**src/rtl/sipmroc_pkg.sv**
```systemverilog
// sipmroc_pkg: shared sizes, frame width helper and readout FSM states
package sipmroc_pkg;
  localparam int N_CH = 17;
  localparam int ID_W = 5;
  localparam int DATA_W = 12;
  typedef enum logic [1:0] {IDLE, LOAD, SHIFT, GAP} state_e;
  function automatic int frame_w(input int data_w);
    return ID_W + data_w + 1;
  endfunction
endpackage

```
**src/rtl/sipmroc_rr_arbiter.sv**
```systemverilog
// sipmroc_rr_arbiter: combinational round-robin finder (rotate, pick lowest, rotate back)
//   req       : per-channel requests
//   ptr       : highest-priority channel this round (always < N_CH)
//   gnt_idx   : first requester at or after ptr, wrapping
//   gnt_valid : any request present
module sipmroc_rr_arbiter #(
  parameter int N_CH = sipmroc_pkg::N_CH
) (
  input  logic [N_CH-1:0]              req,
  input  logic [sipmroc_pkg::ID_W-1:0] ptr,
  output logic [sipmroc_pkg::ID_W-1:0] gnt_idx,
  output logic                         gnt_valid
);
  import sipmroc_pkg::*;
  localparam int IW = ID_W + 1;
  logic [2*N_CH-1:0] dbl;
  logic [IW-1:0] off, sum;
  assign dbl = {req, req} >> ptr;
  always_comb begin
    off = '0;
    for (int i = N_CH - 1; i >= 0; i--) off = dbl[i] ? IW'(i) : off;
  end
  assign sum = off + {1'b0, ptr};
  assign gnt_idx = (sum >= IW'(N_CH)) ? ID_W'(sum - IW'(N_CH)) : ID_W'(sum);
  assign gnt_valid = |req;
endmodule

```
**src/rtl/sipmroc_readout_arbiter.sv**
```systemverilog
// sipmroc_readout_arbiter: round-robin channel readout into parity-protected serial frames
//   clk_200m / rst        : clock, synchronous active-high reset
//   ch_req / ch_data      : per-channel request and held measurement word
//   ch_ack                : one-cycle capture pulse for the granted channel
//   busy                  : FSM not idle
//   serial_data_en / data : frame bits MSB first, data forced 0 when not enabled
module sipmroc_readout_arbiter #(
  parameter int N_CH = sipmroc_pkg::N_CH,
  parameter int DATA_W = sipmroc_pkg::DATA_W,
  parameter int BIT_DIV = 1,
  parameter int GAP_CYCLES = 2
) (
  input  logic                     clk_200m,
  input  logic                     rst,
  input  logic [N_CH-1:0]          ch_req,
  input  logic [N_CH*DATA_W-1:0]   ch_data,
  output logic [N_CH-1:0]          ch_ack,
  output logic                     busy,
  output logic                     serial_data_en,
  output logic                     serial_data
);
  import sipmroc_pkg::*;
  localparam int FRAME_W = frame_w(DATA_W);
  localparam int BW = $clog2(FRAME_W + 1);
  localparam int DW = $clog2(BIT_DIV + 1);
  localparam int GW = $clog2(GAP_CYCLES + 2);
  state_e state_q, state_d;
  logic [ID_W-1:0] g_q, g_d, rr_q, rr_d, gnt_idx;
  logic gnt_valid;
  logic [FRAME_W-1:0] sh_q, sh_d;
  logic [BW-1:0] bit_q, bit_d;
  logic [DW-1:0] div_q, div_d;
  logic [GW-1:0] gap_q, gap_d;
  logic [DATA_W-1:0] word;
  sipmroc_rr_arbiter #(.N_CH(N_CH)) u_rr (
    .req(ch_req),
    .ptr(rr_q),
    .gnt_idx(gnt_idx),
    .gnt_valid(gnt_valid)
  );
  assign word = ch_data[g_q*DATA_W +: DATA_W];
  always_comb begin
    state_d = state_q;
    g_d = g_q;
    rr_d = rr_q;
    sh_d = sh_q;
    bit_d = bit_q;
    div_d = div_q;
    gap_d = gap_q;
    case (state_q)
      IDLE: if (gnt_valid) begin
        g_d = gnt_idx;
        state_d = LOAD;
      end
      LOAD: begin
        sh_d = {g_q, word, ^{g_q, word}};
        rr_d = (g_q == ID_W'(N_CH - 1)) ? '0 : g_q + ID_W'(1);
        bit_d = '0;
        div_d = '0;
        state_d = SHIFT;
      end
      SHIFT: if (div_q == DW'(BIT_DIV - 1)) begin
        div_d = '0;
        sh_d = sh_q << 1;
        bit_d = bit_q + BW'(1);
        gap_d = '0;
        state_d = (bit_q != BW'(FRAME_W - 1)) ? SHIFT : (GAP_CYCLES == 0) ? IDLE : GAP;
      end else begin
        div_d = div_q + DW'(1);
      end
      GAP: begin
        gap_d = gap_q + GW'(1);
        state_d = (gap_q == GW'(GAP_CYCLES - 1)) ? IDLE : GAP;
      end
      default: state_d = IDLE;
    endcase
  end
  always_ff @(posedge clk_200m) begin
    if (rst) begin
      state_q <= IDLE;
      g_q <= '0;
      rr_q <= '0;
      sh_q <= '0;
      bit_q <= '0;
      div_q <= '0;
      gap_q <= '0;
    end else begin
      state_q <= state_d;
      g_q <= g_d;
      rr_q <= rr_d;
      sh_q <= sh_d;
      bit_q <= bit_d;
      div_q <= div_d;
      gap_q <= gap_d;
    end
  end
  assign ch_ack = (state_q == LOAD) ? N_CH'(1) << g_q : '0;
  assign busy = state_q != IDLE;
  assign serial_data_en = state_q == SHIFT;
  assign serial_data = serial_data_en & sh_q[FRAME_W-1];
endmodule

```
**config.mk**
```make
export PLATFORM = sky130hd
export DESIGN_NAME = sipmroc_readout_arbiter
export DESIGN_NICKNAME = d
export VERILOG_FILES = /design/src/rtl/sipmroc_pkg.sv /design/src/rtl/sipmroc_rr_arbiter.sv /design/src/rtl/sipmroc_readout_arbiter.sv
export SDC_FILE = /design/constraint.sdc
export NUM_CORES = 1
export LEC_CHECK = 0
export ABC_AREA = 1
export BUFFER_PORTS_ARGS = -buffer_cell sky130_fd_sc_hd__buf_2
export CAP_MARGIN = 20
export CORE_MARGIN = 2
export CORE_UTILIZATION = 45
export CTS_CLUSTER_DIAMETER = 60
export DETAILED_ROUTE_END_ITERATION = 10
export GPL_TIMING_DRIVEN = 0
export HOLD_SLACK_MARGIN = 0.02
export MAX_ROUTING_LAYER = met4
export PLACE_DENSITY = 0.84
export SYNTH_ARGS = -nofsm -noshare
export SYNTH_HDL_FRONTEND = slang
export SYNTH_HIERARCHICAL = 1
export SYNTH_SLANG_ARGS = --single-unit
export TNS_END_PERCENT = 50
```
**constraint.sdc**
```tcl
create_clock -name clk_200m -period 5.2 [get_ports clk_200m]
set_clock_uncertainty 0.1 [all_clocks]
set_input_delay 0.52 -clock clk_200m [delete_from_list [all_inputs] [get_ports clk_200m]]
set_output_delay 0.52 -clock clk_200m [all_outputs]
set_load 0.05 [all_outputs]
```
==> impl_metrics.sql <==
INSERT INTO impl_metrics (metric_group, metric, value, unit) VALUES
('status', 'run_status', 'complete, no violations', ''),
('synthesis', 'post_synthesis_net_count', '1489', ''),
('routing', 'detail_route.first_pass.iterations', '5', ''),
('setup_path', 'worst-setup-path-type', 'flop to flop', ''),
('cells_and_area', 'fin_nets', '1738', ''),
('synthesis', 'mappedNetlistArea', '6310', 'µm²'),
('clocking', 'post_cts.repair.setup_buffers', '0', ''),
('clocking', 'clock_tree_from_tritoncts', 'done', ''),
('floorplanning', 'initial_standard_cell_utilization_of_the_core', '45.8', '%'),
('routing', 'vias', '9029', ''),
('placement', 'detailedPlacementHpwl', '21.1', 'mm'),
('floorplanning', 'overall_die_area', '15000', 'µm²'),
('timing', 'final.min_clock_period', '4.53', 'ns'),
('synthesis', 'ys_types', '45', ''),
('placement', 'placed_cell_area', '7750', 'µm²'),
('placement', 'gp_congestion', '0.998', ''),
('clocking', 'path_clk_slew', '0.05', 'ns'),
('timing', 'timing.setup.tns', '0', 'ns'),
('flow_run', 'max-cap-violations', '0', ''),
('timing', 'final-max-slew-violation-count', '0', ''),
('global_routing', 'remaining_global_route_overflow', '0', ''),
('synthesis', 'synthDominantAreaCellType', 'nand2_1', ''),
('timing', 'timing_worst_slew_pin_value', '0.670', 'ns'),
('synthesis', 'synth_seq_area_share', '11.7', '%'),
('power', 'report.power.total', '3040', 'µW'),
('power', 'p_per_area', '386', 'nW/µm²'),
('global_routing', 'antenna_found_initial', '0', ''),
('routing', 'drtAntennaViolNets', '0', ''),
('synthesis', 'asyncSetResetFlopFracSynth', '0', '%'),
('timing', 'rsz0062_at_grt', 'false', ''),
('synthesis', 'synth_top_cells_by_count', 'nand2_1, nand3_1, inv_1', ''),
('timing', 'finalSetupViolCount', '0', ''),
('setup_path', 'arrival', '4.56', 'ns'),
('global_routing', 'maximum_number_of_pins_on_one_net_before_global_route_repair', '12', ''),
('setup_path', 'delay_of_the_slowest_critical_path_stage', '0.48', 'ns'),
('global_routing', 'groute.usage.overall', '35.0', '%'),
('routing', 'avgViaCountPerCell', '5.40', ''),
('synthesis', 'ys_dominant_reg_cell', 'dfxtp_1', ''),
('cells_and_area', 'area_growth', '25.0', '%'),
('clocking', 'cts_hold_buf', '0', ''),
('power', 'irDropWorstVdd', '0.000202', 'V'),
('synthesis', 'synthTopCellsByArea', 'nand2_1, nand3_1, dfxtp_1', ''),
('setup_path', 'end_kind', 'flop', ''),
('routing', 'route.detailed.drc', '0', ''),
('floorplanning', 'dieHeight', '122', 'µm'),
('synthesis', 'syn_inst', '1242', ''),
('setup_path', 'critical_path.startpoint_type', 'flop', ''),
('routing', 'wl', '26.0', 'mm'),
('synthesis', 'synth_edf_count', '0', ''),
('routing', 'drt_iter0_markers', '735', ''),
('global_routing', 'first_global_vias', '8412', ''),
('floorplanning', 'core_area', '13800', 'µm²'),
('setup_path', 'worst_ep_required_time', '5.23', 'ns'),
('synthesis', 'synth_top_area_share', '27.5', '%'),
('cells_and_area', 'antenna_cells', '0', ''),
('clocking', 'cts.path.max_buffers', '2', ''),
('synthesis', 'synth.most_common_cell', 'nand2_1', ''),
('min_path', 'min-delay-path-class', 'flop to flop', ''),
('clocking', 'cts-root-buf', 'clkbuf_16', ''),
('timing', 'period_utilisation_layout', '87.1', '%'),
('global_routing', 'first_pass_grt_wire_length', '40.2', 'mm'),
('synthesis', 'syn_area_per_cell', '5.08', 'µm²'),
('clocking', 'clock_tree.htree_level_count', '2', ''),
('setup_path', 'worst_case_register_to_register_setup_slack', '0.67', 'ns'),
('timing', 'achievable-frequency', '0.221', 'GHz'),
('setup_path', 'crit_path_top_delay_cell', 'dfxtp_1', ''),
('routing', 'route.detailed.wl_per_inst', '15.6', 'µm'),
('clocking', 'cts_repair_resize_count', '0', ''),
('timing', 'worst_slew_margin_rel', '55.3', '%'),
('power', 'p_leak', '0.00466', 'µW'),
('synthesis', 'flops_latches_synth', '37', '');
power by group:
| part | total, µW | internal, µW | switching [µW] |
|---|---|---|---|
| clock network | 286 | 176 | 110 |
| registers | 378 | 336 | 41.3 |
| logic | 2380 | 803 | 1580 |
routing by layer:
| metal | vias to the layer above | share of wire, % | GRT usage [%] |
|---|---|---|---|
| met5 | - | 0 | - |
| met4 | 0 | 5.7 | 19.0 |
| met3 | 115 | 9.6 | 6.27 |
| met2 | 509 | 46 | 60.0 |
| met1 | 3993 | 39 | 38.4 |
| li1 | 4412 | - | - |
worst max-delay path: cells and delay by family, from the launching register on:
kind | cells | cell delay (ns)
DFF | 1 | 0.48
AOI/OAI and AO/OA | 7 | 1.05
adders and majority gates | 2 | 0.64
buffers and inverters | 2 | 0.41
xor gates and xnor gates | 2 | 0.34
and+or+nand+nor | 18 | 1.33
cell usage in the layout, fill, tap and decap left out, types with 9 or more instances in the layout:
cell type | netlist | final
nand2_1 | 462 | 462
buf_2 | 25 | 267
nand3_1 | 199 | 199
inv_1 | 171 | 171
nor2_1 | 91 | 91
a21oi_1 | 43 | 43
o21ai_0 | 38 | 38
dfxtp_1 | 37 | 37
ha_1 | 23 | 23
clkbuf_1 | 17 | 18
o22ai_1 | 12 | 12
inv_2 | 10 | 10
buf_6 | 10 | 10
nand2_2 | 10 | 10
o211ai_1 | 9 | 9
o21ai_1 | 9 | 9
cells by family after synthesis:
kind of cell	Yosys count	share of synthesized area, %
simple gates	797	53.4
buf+inv	248	17.2
compound gates	125	11.3
flops	37	11.7
fa+ha+maj	24	4.88
xor+xnor	10	1.39
mux	1	0.159
per-stage QoR:
stage          cells  setup slack, ns  utilization [%]
2_1_floorplan   1242             1.47                -
3_3_place_gp    1664            0.808             56.3
3_5_place_dp    1664            0.722             56.3
4_1_cts         1672            0.753             57.3
5_1_grt         1672            0.350             57.3
6_report        1672            0.671             57.3
flip-flops by register name, indices dropped and copies added, names as in the netlist:
register / flops
bit_q: 5
g_q: 5
gap_q: 2
rr_q: 5
sh_q: 18
state_q: 2
layout make-up:
cell class	count	area [µm²]	share of cell area, %
buffer	66	400	5.08
multi-input combinational	957	4490	56.9
sequential	37	741	9.39
inverter	182	683	8.66
clock inverter	2	10.0	0.127
tap	180	225	2.86
timing repair buffer	242	1210	15.4
clock buffer	6	129	1.63
final timing paths:
path,startpoint,endpoint,cells past startpoint
setup / recovery,rr_q[1],g_q[2],31
hold / removal,sh_q[0],sh_q[0],2
hold reg to reg,sh_q[0],sh_q[0],2
setup reg to reg,rr_q[1],g_q[2],31
Note: power is estimated with default switching activity, not from simulation.
